`src/rtl/ifu_pkg.sv`:
```
// Shared definitions for the instruction-fetch front end (ifu_pc).
//   ifu_state_e : fetch FSM state encoding (IDLE, RUN, HALTED)
//   PC_STEP     : sequential PC increment in bytes
//   NOP_INSTR   : value the fetch buffer holds out of reset
package ifu_pkg;

    typedef enum logic [1:0] {
        IDLE   = 2'd0,
        RUN    = 2'd1,
        HALTED = 2'd2
    } ifu_state_e;

    localparam logic [31:0] PC_STEP   = 32'd4;
    localparam logic [31:0] NOP_INSTR = 32'h0000_0000;

endpackage

```
`src/rtl/ifu_fetch_buf.sv`:
```
// One-entry fetch buffer presenting an instruction and its PC to decode over valid/ready.
//   clk, rst_n           : clock, async active-low reset
//   load                 : capture load_instr/load_pc, mark valid
//   load_instr, load_pc  : incoming instruction word and its PC
//   flush                : drop the entry (wins over load and pop)
//   out_ready            : decode accepts the entry this cycle
//   out_valid            : entry present
//   out_instr, out_pc    : buffered instruction and PC
module ifu_fetch_buf
    import ifu_pkg::*;
(
    input  logic        clk,
    input  logic        rst_n,
    input  logic        load,
    input  logic [31:0] load_instr,
    input  logic [31:0] load_pc,
    input  logic        flush,
    input  logic        out_ready,
    output logic        out_valid,
    output logic [31:0] out_instr,
    output logic [31:0] out_pc
);

    logic        valid_q, valid_d;
    logic [31:0] instr_q, instr_d;
    logic [31:0] pc_q, pc_d;

    always_comb begin
        valid_d = valid_q;
        instr_d = instr_q;
        pc_d    = pc_q;
        if (flush) begin
            valid_d = 1'b0;
        end else if (load) begin
            valid_d = 1'b1;
            instr_d = load_instr;
            pc_d    = load_pc;
        end else if (valid_q && out_ready) begin
            valid_d = 1'b0;
        end
    end

    always_ff @(posedge clk or negedge rst_n) begin
        if (!rst_n) begin
            valid_q <= 1'b0;
            instr_q <= NOP_INSTR;
            pc_q    <= 32'h0;
        end else begin
            valid_q <= valid_d;
            instr_q <= instr_d;
            pc_q    <= pc_d;
        end
    end

    assign out_valid = valid_q;
    assign out_instr = instr_q;
    assign out_pc    = pc_q;

endmodule

```
`src/rtl/ifu_pc.sv`:
```
// Instruction-fetch front end: owns the PC, addresses im_1k, buffers the fetched word
// with its PC for decode, and applies redirects and halt requests.
//   clk, rst_n               : clock, async active-low reset
//   im_addr / im_dout        : instruction memory byte address / returned word
//   redir_valid, redir_pc    : redirect request and target
//   halt                     : level-sensitive stop-fetch request
//   out_valid/out_ready      : handshake to decode; out_instr/out_pc carry the entry
//   pc                       : current fetch PC
// Build option IFU_ALIGN_CHECK_EN: adds sticky output fetch_err; a misaligned redirect
// target halts fetch and leaves pc unchanged. Without it, target bits [1:0] are cleared.
module ifu_pc
    import ifu_pkg::*;
#(
    parameter logic [31:0] RESET_PC = 32'h0000_0000,
    parameter int unsigned IM_AW    = 10
) (
    input  logic             clk,
    input  logic             rst_n,
    output logic [IM_AW-1:0] im_addr,
    input  logic [31:0]      im_dout,
    input  logic             redir_valid,
    input  logic [31:0]      redir_pc,
    input  logic             halt,
    output logic             out_valid,
    input  logic             out_ready,
    output logic [31:0]      out_instr,
    output logic [31:0]      out_pc,
`ifdef IFU_ALIGN_CHECK_EN
    output logic             fetch_err,
`endif
    output logic [31:0]      pc
);

    ifu_state_e  state_q, state_d;
    logic [31:0] pc_q, pc_d;
    logic        buf_load;
    logic        buf_flush;
    logic        cap;
    logic        redir_bad;
    logic [31:0] redir_tgt;

`ifdef IFU_ALIGN_CHECK_EN
    logic err_q, err_d;
    assign redir_tgt = redir_pc;
    assign redir_bad = |redir_pc[1:0];
`else
    assign redir_tgt = redir_pc & ~32'h3;
    assign redir_bad = 1'b0;
`endif

    // Buffer can take a new word when empty or being drained this cycle.
    assign cap = !out_valid || out_ready;

    always_comb begin
        state_d   = state_q;
        pc_d      = pc_q;
        buf_load  = 1'b0;
        buf_flush = 1'b0;
`ifdef IFU_ALIGN_CHECK_EN
        err_d     = err_q;
`endif
        unique case (state_q)
            IDLE: begin
                state_d = RUN;
            end
            RUN: begin
                if (redir_valid) begin
                    // Redirect beats capture and kills any unaccepted entry.
                    buf_flush = 1'b1;
                    if (redir_bad) begin
`ifdef IFU_ALIGN_CHECK_EN
                        err_d = 1'b1;
`endif
                        state_d = HALTED;
                    end else begin
                        pc_d = redir_tgt;
                        if (halt) begin
                            state_d = HALTED;
                        end
                    end
                end else if (halt) begin
                    // Stay in RUN until the pending entry has been handed off.
                    if (cap) begin
                        state_d = HALTED;
                    end
                end else if (cap) begin
                    buf_load = 1'b1;
                    pc_d     = pc_q + PC_STEP;
                end
            end
            HALTED: begin
                if (redir_valid && !halt) begin
                    buf_flush = 1'b1;
                    if (redir_bad) begin
`ifdef IFU_ALIGN_CHECK_EN
                        err_d = 1'b1;
`endif
                    end else begin
                        pc_d    = redir_tgt;
                        state_d = RUN;
                    end
                end
            end
            default: begin
                state_d = IDLE;
            end
        endcase
    end

    always_ff @(posedge clk or negedge rst_n) begin
        if (!rst_n) begin
            state_q <= IDLE;
            pc_q    <= RESET_PC;
        end else begin
            state_q <= state_d;
            pc_q    <= pc_d;
        end
    end

`ifdef IFU_ALIGN_CHECK_EN
    always_ff @(posedge clk or negedge rst_n) begin
        if (!rst_n) begin
            err_q <= 1'b0;
        end else begin
            err_q <= err_d;
        end
    end

    assign fetch_err = err_q;
`endif

    ifu_fetch_buf u_buf (
        .clk        (clk),
        .rst_n      (rst_n),
        .load       (buf_load),
        .load_instr (im_dout),
        .load_pc    (pc_q),
        .flush      (buf_flush),
        .out_ready  (out_ready),
        .out_valid  (out_valid),
        .out_instr  (out_instr),
        .out_pc     (out_pc)
    );

    assign pc      = pc_q;
    assign im_addr = pc_q[IM_AW-1:0];

endmodule

```
`config.mk`:
```
export PLATFORM = sky130hd
export DESIGN_NAME = ifu_pc
export DESIGN_NICKNAME = d
export VERILOG_FILES = /design/src/rtl/ifu_pkg.sv /design/src/rtl/ifu_fetch_buf.sv /design/src/rtl/ifu_pc.sv
export SDC_FILE = /design/constraint.sdc
export NUM_CORES = 1
export LEC_CHECK = 0
export BUFFER_PORTS_ARGS = -buffer_cell sky130_fd_sc_hd__buf_2
export CAP_MARGIN = 20
export CORE_AREA = 2 2 100 102
export DETAILED_ROUTE_END_ITERATION = 16
export DIE_AREA = 0 0 102 104
export PLACE_DENSITY_LB_ADDON = 0.08
export RECOVER_POWER = 25
export REMOVE_ABC_BUFFERS = 1
export SETUP_SLACK_MARGIN = 0.2
export SYNTH_ARGS = -nofsm -noshare
export SYNTH_HDL_FRONTEND = slang
export SYNTH_SLANG_ARGS = --single-unit
```
`constraint.sdc`:
```
create_clock -name clk -period 2.8 [get_ports clk]
set_input_delay 0.56 -clock clk [delete_from_list [all_inputs] [get_ports clk]]
set_output_delay 0.56 -clock clk [all_outputs]
set_load 0.01 [all_outputs]
```
; ---- Word-level counts from Yosys, hierarchy flattened
; Cells that the tools add are included.
[totals]
regBits = 99
inputBits = 69
elab_cells = 45
[classes]
addsub = 1
n_eq_ne = 6
mux = 21
bitwise_logic = 1
n_reduce_logical = 11
[op_table]
columns = cell, n
row1 = 2-to-1 mux 32 bit, 4
row2 = case mux 32 bit (2 select lines), 1
row3 = adder 32 x 3 -> 32 bit (second input constant), 1
row4 = 2-to-1 mux 2 bit, 5
row5 = 2-to-1 mux 1 bit, 9
row6 = inequality test 3 bit (second input constant), 2
row7 = case mux 2 bit (3 select lines), 1
row8 = inequality test 2 bit (second input constant), 2
row9 = AND reduction 4 bit, 1
row10 = AND reduction 3 bit, 1
row11 = nonzero test 3 bit, 1
row12 = equality test 2 x 1 -> 1 bit (second input constant), 1
row13 = equality test 2 bit (second input constant), 1
row14 = logical AND 1 bit, 2
row15 = logical NOT 1 bit, 2
row16 = logical NOT 2 bit, 1
row17 = case mux 1 bit (2 select lines), 1
row18 = AND reduction 2 bit, 1
row19 = nonzero test 2 bit, 1
row20 = logical OR 1 bit, 1
row21 = inverter 1 bit, 1

; ---- Depth between registers and ports, before layout
; Gate-level depths: netlist of run 1.
[logic_depth]
ltp_word = 8
depth_mapped = 9
mapped_depth_nobuf = 7

; ---- By module
; From an unflattened synthesis of run 1, not the netlist that was laid out.
[unflattened]
cells_unflattened = 425
hier_area_um2 = 5007.3
[by_module_without_submodules]
columns = module, instances, cells_each, area_each_um2, seq_area_each_um2
row1 = ifu_fetch_buf, 1, 140, 2741.4, 1626.6
row2 = ifu_pc, 1, 285, 2265.9, 800.8

; ---- Least setup slack after synthesis of run 1
; OpenSTA, ideal clock, no wires.
[synth_timing]
kind = register to register
start = reg pc_q[2], in the netlist pc[2]
end = reg pc_q[30], in the netlist pc[30]
setup_ns = 0.071
t_arrival_ns = 2.011
t_required_ns = 2.729
slack_ns = 0.718
stages_incl_launch_ff = 7
n_path_buf = 0
synth_period_minus_slack_ns = 2.082
path_cell_list = dfrtp_1 > ha_1 > nand4_4 > nor4_4 > nand4_1 > or4_1 > nand4_1
[synth_via]
elab_chain_len = 5
[synth_lines]
columns = element, line_no
row1 = start: declaration, ifu_pc.sv:35  ; logic [31:0] pc_q, pc_d;
row2 = start signal: assignment, ifu_pc.sv:116  ; pc_q <= pc_d;
row3 = adder 32 x 3 -> 32 bit, ifu_pc.sv:88  ; pc_d = pc_q + PC_STEP;
row4 = 2-to-1 mux 32 bit, ifu_pc.sv:86  ; end else if (cap) begin
row5 = 2-to-1 mux 32 bit, ifu_pc.sv:81  ; end else if (halt) begin
row6 = 2-to-1 mux 32 bit, ifu_pc.sv:67  ; if (redir_valid) begin
row7 = case mux 32 bit (2 select lines), ifu_pc.sv:62  ; unique case (state_q)
; Every way passes these cells. The select of a mux whose other input is x is not followed.
; A chain may end at the register's enable or synchronous reset.

; ---- Worst setup path in the final report of run 1
[layout_timing]
start = reg state_q[0]
end = reg pc_q[30], in the netlist pc[30]
[layout_via]
elab_chain_len = 3
[layout_lines]
columns = element, line_no
row1 = start: declaration, ifu_pc.sv:34  ; ifu_state_e state_q, state_d;
row2 = start signal: assignment, ifu_pc.sv:115  ; state_q <= state_d;
row3 = equality test 2 x 1 -> 1 bit or equality test 2 bit (tied branches), ifu_pc.sv:62
row4 = "inequality test 3 bit (no source line), or another cell as far along", n/a
row5 = AND reduction 4 bit (no source line), n/a
; Parallel ways exist; a longest one is shown, timed or not.

==> impl_metrics.json, run 1 <==
{
  "seq_area_um2": 2380,
  "htree_levels": 3,
  "synth_compound_area_frac": 0.116,
  "cts_buffer_depth": 2,
  "synth.top_cell.area_share": 0.517,
  "fp.dieW_um": 102,
  "antenna_found_initial": 0,
  "synth_edf_count": 0,
  "clockRootBuffer": "clkbuf_8",
  "vdd_drop_max_mv": 0.512,
  "wl_per_cell_um": 16.2,
  "synth-adder-area-share": 0.0109,
  "fin_crit_sh": 0.866,
  "skew_ns": 0.0102,
  "ys_async_sr_fraction": 1.00,
  "powerDensity_nw_per_um2": 1140,
  "multi_input_area_um2": 2050,
  "postCtsHoldBufs": 0,
  "rows": 36,
  "n_antenna_cell": 0,
  "wl_um": 11400,
  "path_buf_inv": 2,
  "worstSetupPathType": "register to register",
  "cts_tree": "yes",
  "seq_area_frac_synth": 0.517,
  "critPathArrivalTime_ns": 2.71,
  "portBuffers": 167,
  "synth-simple-area-share": 0.132,
  "postSynthCellCount": 409,
  "io_pins": 176,
  "leakagePower_uw": 0.00263,
  "num_vias": 3762,
  "worstPathRequired_ns": 3.09,
  "dieArea_um2": 10600,
  "ys_seq_elements": 95,
  "drtPass1Iterations": 4,
  "synth_top_cells_by_count": "dfrtp_1 (95), mux2_2 (62), a21oi_1 (30)",
  "status": "finished, final reports clean",
  "route.detailed.drc": 0,
  "cts_sinks": 95,
  "ys_warn_count": 0,
  "p_total_uw": 6540,
  "avgSynthCellArea_um2": 11.2,
  "syn_to_final_growth_pct": 25.0,
  "worst_pin_slew_ns": 1.23,
  "worstPathCellList": "inv_1 -> ha_1 -> nor2b_1 -> o21ai_1 -> o21a_1 -> buf_4 -> or4_1 -> nand4_1",
  "viasPerCell": 5.34,
  "drtAntennaViolNets": 0,
  "worst_setup_path_start_kind": "register",
  "core_um2": 9550,
  "synthesis.area_um2": 4600,
  "yosysMostFrequentCell": "dfrtp_1",
  "synthXorXnorAreaFrac": 0,
  "grt_first_pass_wirelength_um": 18400,
  "gp_congestion": 0.780,
  "synth.distinct_cells": 47,
  "rsz0062_at_grt": "no",
  "grt_pass1_vias": 3618,
  "drv_cap": 0,
  "die_h_um": 104,
  "hpwl_um": 7890,
  "hold_path_class": "primary input to register",
  "initial_core_util": 0.482,
  "finalCriticalPeriod_ns": 2.42,
  "slowest_stage": "ha_1",
  "nFillCells": 873,
  "synth_top_family_by_area": "multiplexers",
  "synth_ff_type": "dfrtp_1",
  "finalMaxSlewViolations": 0,
  "hold_viol_final": 0,
  "slowest_delay_ns": 0.55,
  "clkLatencyLatePin_ns": 0.36,
  "synth_mux_area_frac": 0.174,
  "nets": 639,
  "clk_pin_slew_ns": 0.10,
  "grt_use_total": 0.218,
  "slew_headroom": 0.179,
  "grt_max_degree": 50,
  "crit_fanout": 16,
  "yosysTopAreaCell": "dfrtp_1",
  "setup_violations": 0,
  "grt-ovfl-total": 0,
  "max_freq_ghz": 0.413,
  "drt_iter0_drc": 166,
  "cts_made_buffers": 9,
  "drive_above_1_share": 0.464,
  "final_util": 0.602,
  "synth_top_cells_by_area": "dfrtp_1 (52%), mux2_2 (15%), a21oi_1 (3.3%)",
  "cpLargestDelayFamily": "simple AND/OR/NAND/NOR gates",
  "setup.worst_path.end_class": "register"
}
==> final cells by class <==
type                    count  share of cell area
repair buffers            179               0.160
flip-flops and latches     95               0.414
clock inverters             6              0.0163
well taps                 133              0.0290
multi-input cells         277               0.356
clock buffers              10              0.0222
inverters                   4             0.00261
==> metal layers <==
layer / part of all wire / up-vias / global-route usage
met5: 0 / - / 0
met4: 0.017 / 0 / 0.0743
met3: 0.064 / 15 / 0.0450
met2: 0.48 / 128 / 0.351
met1: 0.44 / 1825 / 0.294
li1: - / 1794 / -
==> registers in the layout, summed over array words and instances, names as in the netlist <==
| name | cells |
|---|---|
| state_q | 2 |
| u_buf.out_pc | 30 |
| u_buf.out_valid | 1 |
| u_buf.out_instr | 32 |
| pc | 30 |
==> power by group <==
group          internal (uW)  switching, uW  total [uW]
Clock                    510            492        1000
Sequential              2050            590        2640
Combinational           1390           1510        2900
Total                   3940           2590        6540
==> metrics by stage <==
stage               instance area, um^2  hold slack (ns)  std cells  setup WS [ns]  TNS (ns)
floorplan                          4400            0.264        375          -1.37    -90.28
global placement                   5500            0.484        684          0.309         0
detailed placement                 5500            0.489        684          0.178         0
CTS                                5730            0.314        701          0.292         0
global route                       5750            0.407        704          0.240         0
finish                             5750            0.422        704          0.376         0
==> path summary, 6_finish.rpt <==
path / from / to / slack (ns) / cells after the start
max in group asynchronous: rst_n / u_buf.out_pc[20]$_DFFE_PN0P_ / 1.47 / 2
worst max-delay path: state_q[0]$_DFFE_PN0P_ / pc[30]$_DFFE_PN0P_ / 0.38 / 8
min in group asynchronous: rst_n / u_buf.out_pc[4]$_DFFE_PN0P_ / 0.54 / 2
worst max register to register: state_q[0]$_DFFE_PN0P_ / pc[30]$_DFFE_PN0P_ / 0.38 / 8
worst min register to register: u_buf.out_instr[15]$_DFFE_PN0P_ / u_buf.out_instr[15]$_DFFE_PN0P_ / 0.51 / 1
worst min-delay path: im_dout[4] / u_buf.out_instr[4]$_DFFE_PN0P_ / 0.42 / 2
==> what timing repair did <==
item	in CTS	in global routing
pin swaps	1	1
endpoints found under the setup margin	2	13
buffers inserted	0	3
gates cloned	1	0
gates resized for setup	1	0
==> cell families (layout without fill, tap and decap cells) <==
logic type      after synthesis  after routing
other cells                   1              6
mux                          72             72
flops                        95             95
compound gates               85             86
buf+inv                      43            199
simple gates                109            109
fa+ha+maj                     4              4
==> placed cells by master (no fill, tap or decap), drive strengths merged, types with 2 or more instances in the layout <==
cell       n
bufinv     2
nand4     11
o22ai      7
o311ai     2
nor3       4
and4       7
a211oi     3
nand2b     5
o2bb2ai    3
nand3     21
a22oi      2
nand2     23
ha         4
and2       4
nor2b      4
and3       5
a2bb2oi    8
or3        3
dfrtp     95
a311oi     3
o21ai     20
clkinv     2
mux2i     10
inv        5
nor2      18
a21oi     30
conb       6
clkbuf    13
buf      176
mux2      62
Note: power is estimated with default switching activity, not from simulation.
==> run 2, diff against run 1 <==
BUFFER_PORTS_ARGS = -buffer_cell sky130_fd_sc_hd__buf_4   (was -buffer_cell sky130_fd_sc_hd__buf_2)
==> impl_metrics.json, run 2 (same netlist as run 1, synthesis figures left out) <==
{
  "tns_ns": 0,
  "die_h_um": 104,
  "viasPerCell": 5.41,
  "drt_iter0_drc": 172,
  "worst_pin_slew_ns": 1.33,
  "crit_fanout": 13,
  "setup_ws_ns": 0.312,
  "drv_cap": 0,
  "slowest_delay_ns": 0.48,
  "hpwl_um": 8010,
  "final_cell_mix": "buf_4 (179), dfrtp_1 (95), mux2_2 (62)",
  "portBuffers": 167,
  "hold_path_class": "primary input to register",
  "cts_buffer_depth": 2,
  "slowest_stage": "o21a_1",
  "path_buf_inv": 2,
  "cts_sinks": 95,
  "htree_levels": 3,
  "setup_violations": 0,
  "gp_congestion": 0.785,
  "worstPathRequired_ns": 3.00,
  "cpLargestDelayFamily": "compound AO/OA/AOI/OAI gates",
  "clk_pin_slew_ns": 0.10,
  "drtPass1Iterations": 4,
  "drtAntennaViolNets": 0,
  "place_area_um2": 5920,
  "grt_use_total": 0.221,
  "worstPathCellList": "inv_1 -> ha_2 -> nor2b_1 -> o21ai_1 -> o21a_1 -> buf_4 -> a21oi_1 -> a2bb2oi_1",
  "rows": 36,
  "fin_crit_sh": 0.889,
  "antenna_found_initial": 0,
  "num_vias": 3811,
  "setup.worst_path.end_class": "register",
  "cts_tree": "yes",
  "core_um2": 9550,
  "status": "finished, final reports clean",
  "drive_above_1_share": 0.470,
  "wl_per_cell_um": 16.4,
  "max_freq_ghz": 0.402,
  "nets": 641,
  "grt-ovfl-total": 0,
  "worst_setup_path_start_kind": "register",
  "holdWs_ns": 0.425,
  "r2r_slack_ns": 0.31,
  "critPathArrivalTime_ns": 2.69,
  "initial_core_util": 0.482,
  "dieArea_um2": 10600,
  "final_util": 0.646,
  "rsz0062_at_grt": "no",
  "syn_to_final_growth_pct": 34.2,
  "leakagePower_uw": 0.00278,
  "design_area_um2": 6170,
  "vdd_drop_max_mv": 0.604,
  "slew_headroom": 0.111,
  "cts_made_buffers": 9,
  "io_pins": 176,
  "clkLatencyLatePin_ns": 0.36,
  "mostFrequentLayoutCell": "buf_4",
  "finalCriticalPeriod_ns": 2.49,
  "grt_first_pass_wirelength_um": 18600,
  "skew_ns": 0.0128,
  "pre_cts_ws_ns": 0.189,
  "route.detailed.drc": 0,
  "grt_max_degree": 51,
  "fp.dieW_um": 102,
  "n_antenna_cell": 0,
  "hold_viol_final": 0,
  "nFillCells": 803,
  "largest_register_ffs": 32,
  "worstSetupPathType": "register to register",
  "grt_pass1_vias": 3695,
  "wl_um": 11500,
  "finalMaxSlewViolations": 0,
  "powerDensity_nw_per_um2": 1120,
  "clockRootBuffer": "clkbuf_8",
  "postCtsHoldBufs": 0
}
==> run 2: cell count changes in the layout (fill, tap and decap cells not counted), sizes merged <==
cell      before  now
buf          176  180
clkbuf        13   11
bufinv         2    1
clkinvlp       1    2
inv            5    4
==> run 2: cell type report <==
class                           instances  area, um^2  share of cell area
Sequential cell                        95        2380               0.385
Multi-Input combinational cell        277        2050               0.332
Timing Repair Buffer                  181        1370               0.222
Tap cell                              133         166              0.0270
Clock buffer                           10         138              0.0223
Clock inverter                          5        58.8             0.00953
Inverter                                4        15.0             0.00243
==> run 2: repair_timing <==
action	CTS	global route
gates cloned	1	0
endpoints found under the setup margin	5	13
pin swaps	1	1
gates resized for setup	2	0
setup buffers	0	6
==> run 2: stage by stage <==
step | total power [uW] | cells
after floorplan | 4290 | 375
after global placement | 5840 | 683
after detailed placement | 5970 | 683
after CTS | 6920 | 699
after global routing | 7420 | 705
final | 6930 | 705
==> run 2: worst paths after layout <==
path / startpoint / end / depth (start not counted)
max in group asynchronous: rst_n / u_buf.out_instr[10]$_DFFE_PN0P_ / 2
max reg2reg: state_q[0]$_DFFE_PN0P_ / pc[15]$_DFFE_PN0P_ / 8
min in group asynchronous: rst_n / u_buf.out_valid$_DFFE_PN0P_ / 1
max: state_q[0]$_DFFE_PN0P_ / pc[15]$_DFFE_PN0P_ / 8
min: im_dout[14] / u_buf.out_instr[14]$_DFFE_PN0P_ / 2
min reg2reg: u_buf.out_pc[25]$_DFFE_PN0P_ / u_buf.out_pc[25]$_DFFE_PN0P_ / 1
==> run 2: worst register-to-register path: cells and delay by family, from the launching register on <==
family / cells / cell delay [ns]
buffers and inverters: 2 / 0.36
and+or+nand+nor: 1 / 0.09
adders and majority gates: 1 / 0.40
DFF: 1 / 0.39
AOI/OAI and AO/OA: 4 / 1.09
==> run 2: power breakdown <==
| part | internal, uW | total (uW) | switching (uW) |
|---|---|---|---|
| logic | 1820 | 3340 | 1530 |
| clock network | 433 | 923 | 490 |
| registers | 2050 | 2670 | 619 |
==> run 2: routing by layer <==
metal | track usage | part of all wire | up-vias
met5 | 0 | 0 | -
li1 | - | - | 1802
met1 | 0.292 | 0.44 | 1875
met3 | 0.0659 | 0.060 | 13
met4 | 0.0610 | 0.014 | 0
met2 | 0.352 | 0.49 | 121
